### src/rtl/mdu_seq.sv
// mdu_seq: sequential unsigned multiply/divide unit.
// Drives the shared datapath adder (X + Y + Sub) one iteration per cycle
// for WIDTH cycles: shift-add for MULTU, restoring division for DIVU.
// Results land in hi/lo together with a one-cycle done pulse.
module mdu_seq #(
  parameter int WIDTH = 32
) (
  input  logic             clk,
  input  logic             rst,
  input  logic             start,
  input  logic             op,
  input  logic [WIDTH-1:0] A,
  input  logic [WIDTH-1:0] B,
  output logic             busy,
  output logic             done,
  output logic [WIDTH-1:0] hi,
  output logic [WIDTH-1:0] lo,
  output logic [WIDTH-1:0] add_x,
  output logic [WIDTH-1:0] add_y,
  output logic             add_sub,
  input  logic [WIDTH-1:0] add_s
);

  localparam int CW = $clog2(WIDTH);
  localparam logic [CW-1:0] LAST = CW'(WIDTH - 1);

  typedef enum logic [1:0] {
    IDLE,
    RUN,
    DONE
  } state_t;

  state_t           state;
  logic [CW-1:0]    cnt;
  logic             op_r;   // 0 = MULTU, 1 = DIVU
  logic [WIDTH-1:0] p;      // high half / partial remainder
  logic [WIDTH-1:0] q;      // multiplier / dividend-quotient
  logic [WIDTH-1:0] m;      // multiplicand / divisor

  logic [WIDTH-1:0] t;      // divide trial value: {P, Q} shifted left by one
  logic             carry;  // adder carry out, rebuilt from the MSBs
  logic             s_in;   // carry into bit WIDTH-1 of the adder
  logic [WIDTH-1:0] p_next;
  logic [WIDTH-1:0] q_next;

  assign t = {p[WIDTH-2:0], q[WIDTH-1]};

  // The external adder has no carry out; the carry into the top bit is
  // sum ^ x ^ y there, and the carry out is the majority of the three.
  assign s_in  = add_s[WIDTH-1] ^ add_x[WIDTH-1] ^ add_y[WIDTH-1];
  assign carry = (add_x[WIDTH-1] & add_y[WIDTH-1]) |
                 (add_x[WIDTH-1] & s_in) |
                 (add_y[WIDTH-1] & s_in);

  // Adder operand selection; the adder is idle (all zero) outside RUN.
  always_comb begin
    // NOTE: every output gets a default first so no path leaves it
    // unassigned, which would otherwise infer a latch.
    add_x   = '0;
    add_y   = '0;
    add_sub = 1'b0;
    if (state == RUN) begin
      if (!op_r) begin
        add_x = p;
        add_y = q[0] ? m : '0;
      end else begin
        add_x   = t;
        add_y   = ~m;
        add_sub = 1'b1;
      end
    end
  end

  // Next working-register values for one iteration.
  always_comb begin
    p_next = p;
    q_next = q;
    if (!op_r) begin
      // {carry, sum, Q} shifted right by one.
      p_next = {carry, add_s[WIDTH-1:1]};
      q_next = {add_s[0], q[WIDTH-1:1]};
    end else if (p[WIDTH-1] | carry) begin
      // Trial subtraction did not borrow: keep the difference.
      p_next = add_s;
      q_next = {q[WIDTH-2:0], 1'b1};
    end else begin
      // Borrow: restore the shifted remainder.
      p_next = t;
      q_next = {q[WIDTH-2:0], 1'b0};
    end
  end

  // Control FSM, working registers and registered outputs.
  always_ff @(posedge clk or posedge rst) begin
    if (rst) begin
      state <= IDLE;
      cnt   <= '0;
      op_r  <= 1'b0;
      p     <= '0;
      q     <= '0;
      m     <= '0;
      busy  <= 1'b0;
      done  <= 1'b0;
      hi    <= '0;
      lo    <= '0;
    end else begin
      // NOTE: non-blocking assignments so every register samples the
      // pre-edge values, independent of statement order.
      done <= 1'b0;
      case (state)
        IDLE, DONE: begin
          if (start) begin
            state <= RUN;
            busy  <= 1'b1;
            op_r  <= op;
            cnt   <= '0;
            p     <= '0;
            q     <= op ? A : B;
            m     <= op ? B : A;
          end else begin
            state <= IDLE;
          end
        end
        RUN: begin
          p   <= p_next;
          q   <= q_next;
          cnt <= cnt + 1'b1;
          if (cnt == LAST) begin
            state <= DONE;
            busy  <= 1'b0;
            done  <= 1'b1;
            hi    <= p_next;
            lo    <= q_next;
          end
        end
        default: state <= IDLE;
      endcase
    end
  end

endmodule
### config.mk
export PLATFORM = sky130hd
export DESIGN_NAME = mdu_seq
export DESIGN_NICKNAME = d
export VERILOG_FILES = /design/src/rtl/mdu_seq.sv
export SDC_FILE = /design/constraint.sdc
export NUM_CORES = 1
export LEC_CHECK = 0
export BUFFER_PORTS_ARGS = -buffer_cell sky130_fd_sc_hd__buf_2
export CORE_MARGIN = 2
export CORE_UTILIZATION = 45
export CTS_CLUSTER_DIAMETER = 40
export DETAILED_ROUTE_END_ITERATION = 10
export GPL_TIMING_DRIVEN = 0
export HOLD_SLACK_MARGIN = 0.03
export PLACE_DENSITY = 0.69
export REMOVE_ABC_BUFFERS = 1
export SLEW_MARGIN = 20
export SYNTH_ARGS = -nofsm -noshare
export SYNTH_HDL_FRONTEND = slang
export SYNTH_SLANG_ARGS = --single-unit
### constraint.sdc
create_clock -name clk -period 15.7 [get_ports clk]
set_input_delay 2.355 -clock clk [delete_from_list [all_inputs] [get_ports clk]]
set_output_delay 2.355 -clock clk [all_outputs]
set_load 0.02 [all_outputs]
== After elaboration in Yosys (flattened, before gate mapping) ==
Index checks and enable logic that the tools add are counted.
Word-level totals
  register bits after elaboration: 170
  latch bits: 0
  memory bits (writable): 0
  ROM bits: 0
  bits of input ports: 100
  output and inout bits: 131
  logic and storage cells: 59
  memories: 0
Cells by class
  $add $sub $neg: 1
  $mul: 0
  divide/modulo/power cells: 0
  magnitude comparators: 0
  equality and inequality tests: 5
  shift operators: 0
  muxes and demuxes: 27
  bitwise operators: 9
  reduce and logical (&&, ||, !) cells: 7
Operators by type and width (number)
  $mux 32: 12
  $pmux 32 s2: 2
  $not 32->32: 1
  $pmux 5 s2: 1
  $mux 1: 8
  $reduce_and 2->1: 3
  $add 5x1->5 const B: 1
  $eq 5x5->1 const B: 1
  $mux 5: 1
  $pmux 2 s2: 1
  $and 1x1->1: 3
  $or 1x1->1: 3
  $reduce_and 3->1: 1
  $eq 2x1->1 const B: 1
  $eq 2x2->1 const B: 1
  $logic_not 2->1: 1
  $mux 2: 1
  $ne 2x1->1 const B: 1
  $ne 2x2->1 const B: 1
  $pmux 1 s2: 1
  $reduce_bool 2->1: 1
  $reduce_or 2->1: 1
  $xor 1x1->1: 2

== Longest topological paths before layout ==
  word-level depth: 11
  mapped depth: 9
  depth with buffers taken out: 8

== Worst setup path before layout ==
OpenSTA, ideal clock, no wires.
  path kind: reg2out
  from: reg op_r
  to: out add_y[22]
  arrival time: 1.647 ns
  required time: 13.345 ns
  path slack: 11.698 ns
  stages on the path, launching flop included: 6
  path buffers: 3
  path through: dfrtp_1 -> buf_2 -> buf_1 -> clkbuf_1 -> mux2i_1 -> nor2_1
Between the ends
  longest elaborated chain between the ends: 2
RTL lines
  start, declared: RTL line 35  | logic op_r;
  start signal, assigned: RTL line 115  | op_r <= op;
  $mux 32: RTL line 63  | if (!op_r) begin
  $mux 32: RTL line 62  | if (state == RUN) begin
  end, declared: RTL line 19  | output logic [WIDTH-1:0] add_y,
Every way passes these cells.

== Worst setup path in the final report ==
  from: reg state[0]
  to: out add_sub
Between the ends
  longest elaborated chain between the ends: 2
RTL lines
  start, declared: RTL line 33  | state_t state;
  start signal, assigned: RTL line 96  | state <= IDLE;
  start signal, assigned: RTL line 113  | state <= RUN;
  start signal, assigned: RTL line 121  | state <= IDLE;
  $eq 2x1->1: RTL line 62
  $mux 1: RTL line 62
  end, declared: RTL line 20  | output logic add_sub,
Every way passes these cells.

==> metrics.txt <==
status=finished, final reports clean; CTS tree=done; initial antenna violation count=2; Max FO, Critical Path=30; Final min period=5.37 ns; final wirelength=25.4 mm; vias per cell=5.45; layout cell share with drive strength beyond 1=24.7%; mux share of post-synthesis cell area=17.5%; Worst-path clk slew=0.07 ns; RSZ-0062 raised after global routing=false; slowest CP cell=inv_1; io pins=231; type of element launching the critical path=flop; CORE AREA=20200 um2; setup_tns=0 ns; Critical Setup Path Class=reg2out; Pwr Density=237 nW/um2; Synth Instances=1041; Synth Area in Compound Gates=17.8%; gpl congestion=0.791; Synth Register Bits=170; Max-Cap Viols=0; post-route cell area=11300 um2; peak supply drop=0.132 mV; yosys warns=0; Final WS setup=10.33 ns; cts repair resizes=0; DRT Pass-1 Iters=5; nets=1315; Die Wd=147 um; vias in the first global route=7909; clk sinks=170; wire length per cell=17.0 um; via count=8146; Slew HR=24.9%; Root Driver=clkbuf_16; Synth-to-Final Area Change=22.3%; htree depth=4; initial DRC count=373; initial core utilization=45.8%; row count=52; pre-CTS WS=10.62 ns; Synth Area in XOR/XNOR=0%; Endpoint, Worst Hold=lo[17]; Die Ht=147 um; total track usage=23.6%; worst min-delay path class=reg2reg; Port Buffers=230; worst hold start=lo[17]; Hold Crit Depth=2; syn_area_per_cell=8.87 um2; Antenna Violating Nets Remaining=0; Num CTS Buffers=17; clk buf depth=2; worst flop-to-flop path startpoint=state[0]; full die area=21700 um2; hold_buf cts=0; R2R Setup Slk=12.01 ns; maximum clock rate=0.186 GHz; WP data required=13.35 ns; Critical Path AT=3.01 ns; area post-placement=10700 um2; DRC Markers=0; P_leak=0.00549 uW; Final Hold Vio Count=0; CP Capture Type=output pin; slew of the pin with the lowest slew margin=1.13 ns; period utilisation layout=34.2%; largest net degree at the start of global routing=101; Clk Latency, worst-skew pair=0.43 ns; DP Wirelength=16.8 mm; critical-path cell list=nor2b_1 -> nand2_1 -> inv_1 -> buf_2; final setup skew=0.0173 ns; post-synthesis cell area=9240 um2; largest family of logic cells by synthesized area=compound AO/OA/AOI/OAI gates; worst reg2reg endpoint=hi[10]; sequential area share after synthesis=46.1%; Antenna Cells=0; # setup viols final=0; FF-to-FF path depth=6; post-placement cell count=1464; Synth Area in Adders=0.271%; Largest stage delay, worst path=0.85 ns; global route overflow=0; post-CTS setup buffers=0; count of non-filler cells in the finished layout=1496; area share of and/or/nand/nor cells after synthesis=14.2%; filler instances=1817; final count of pins violating max slew=0; Unique masters post-synth=36; first-pass GRT wire length=41.6 mm
-- per-stage QoR --
step / hold WS [ns] / power [uW] / util (%)
after floorplan: 0.449 / 1780 / -
after global placement: 0.456 / 2250 / 51.4
after detailed placement: 0.464 / 2260 / 53.1
after CTS: 0.480 / 2700 / 56.0
after global routing: 0.517 / 2880 / 56.0
final: 0.473 / 2670 / 56.0
-- cells in the mapped netlist, drive strengths merged --
master | count | area [um2]
clkbuf | 57 | 214
nor3 | 2 | 10.0
o221ai | 2 | 17.5
dfrtp | 170 | 4250
a31oi | 30 | 188
nand2b | 2 | 12.5
clkinv | 1 | 3.75
o211ai | 1 | 7.51
inv | 6 | 22.5
mux2 | 1 | 11.3
o21a | 1 | 7.51
o21ai | 136 | 692
o41ai | 1 | 8.76
o21bai | 1 | 7.51
nor2b | 6 | 37.5
mux2i | 160 | 1600
o311ai | 1 | 8.76
ha | 2 | 25.0
buf | 31 | 150
a21oi | 65 | 325
nand4 | 1 | 6.26
nor2 | 157 | 589
a211o | 1 | 8.76
o221a | 29 | 327
a211oi | 2 | 15.0
nand2 | 163 | 612
nand3 | 7 | 35.0
o31ai | 1 | 7.51
a22o | 2 | 17.5
and3 | 1 | 6.26
a311oi | 1 | 8.76
-- logic make-up (layout without fill, tap and decap cells) --
kind of cell | after synthesis | in the layout
compound gates | 274 | 274
flops | 170 | 170
simple gates | 339 | 339
fa+ha+maj | 2 | 2
buf+inv | 95 | 280
mux | 161 | 161
-- metal layers --
| metal | part of all wire, % | global-route usage, % | routed length (um) |
|---|---|---|---|
| met5 | 0.11 | 0 | 27 |
| met4 | 0.81 | 5.05 | 206 |
| met3 | 7.3 | 6.37 | 1850 |
| met2 | 46 | 37.2 | 11600 |
| met1 | 46 | 33.0 | 11600 |
-- worst max-delay path, delay by kind of cell (launching register included) --
| kind | cells | cell delay [ns] |
|---|---|---|
| and+or+nand+nor | 2 | 0.97 |
| DFF | 1 | 0.44 |
| buffers and inverters | 2 | 1.17 |
-- layout by cell type, fill, tap and decap left out, types with 2 or more instances in the layout --
cell,Yosys,final
dfrtp_1,170,169
a21oi_1,65,65
nor2_1,157,156
nand3_2,0,2
o221ai_1,2,2
nor3_1,2,2
o221a_1,10,10
buf_16,0,9
clkbuf_16,0,17
nor2b_1,6,5
a31oi_1,30,30
inv_8,0,2
o221a_2,19,19
clkinvlp_4,0,3
mux2i_1,160,160
a22o_1,2,2
nand3_1,7,5
bufinv_16,0,2
nand2_1,163,162
buf_12,0,2
nand2b_4,0,2
ha_1,2,2
inv_1,6,5
buf_2,12,229
a211oi_1,2,2
o21ai_0,135,135
inv_6,0,6
-- flip-flops by register name (all words and copies together) (netlist names) --
signal and cells:
lo 32, cnt 5, op_r 1, q 32, done 1, m 32
hi 32, p 32, state 2, busy 1
-- worst max path at each step --
| stage | endpoint | slack, ns | depth (start not counted) | start |
|---|---|---|---|---|
| global placement | add_y[1] | 4.36 | 4 | op_r |
| floorplan | add_y[31] | 8.19 | 3 | op_r |
| CTS | add_sub | 10.33 | 4 | state[0] |
| detailed placement | hi[21] | 10.62 | 6 | add_s[31] |
| finish | add_sub | 10.33 | 4 | state[0] |
| global route | add_sub | 10.17 | 4 | state[0] |
-- final cells by class --
type,instances,area [um2],area share [%]
Clock buffer,18,429,3.80
Clock inverter,14,160,1.42
Inverter,7,33.8,0.299
Multi-Input combinational cell,776,4640,41.1
Sequential cell,170,4260,37.7
Tap cell,270,338,2.99
Timing Repair Buffer,241,1440,12.8
-- where the power goes --
group | switching, uW | leakage [uW] | internal [uW]
Sequential | 197 | 0.00195 | 653
Clock | 188 | 0.000281 | 239
Combinational | 869 | 0.00326 | 528
No activity file was read; power rests on OpenSTA's default activity.
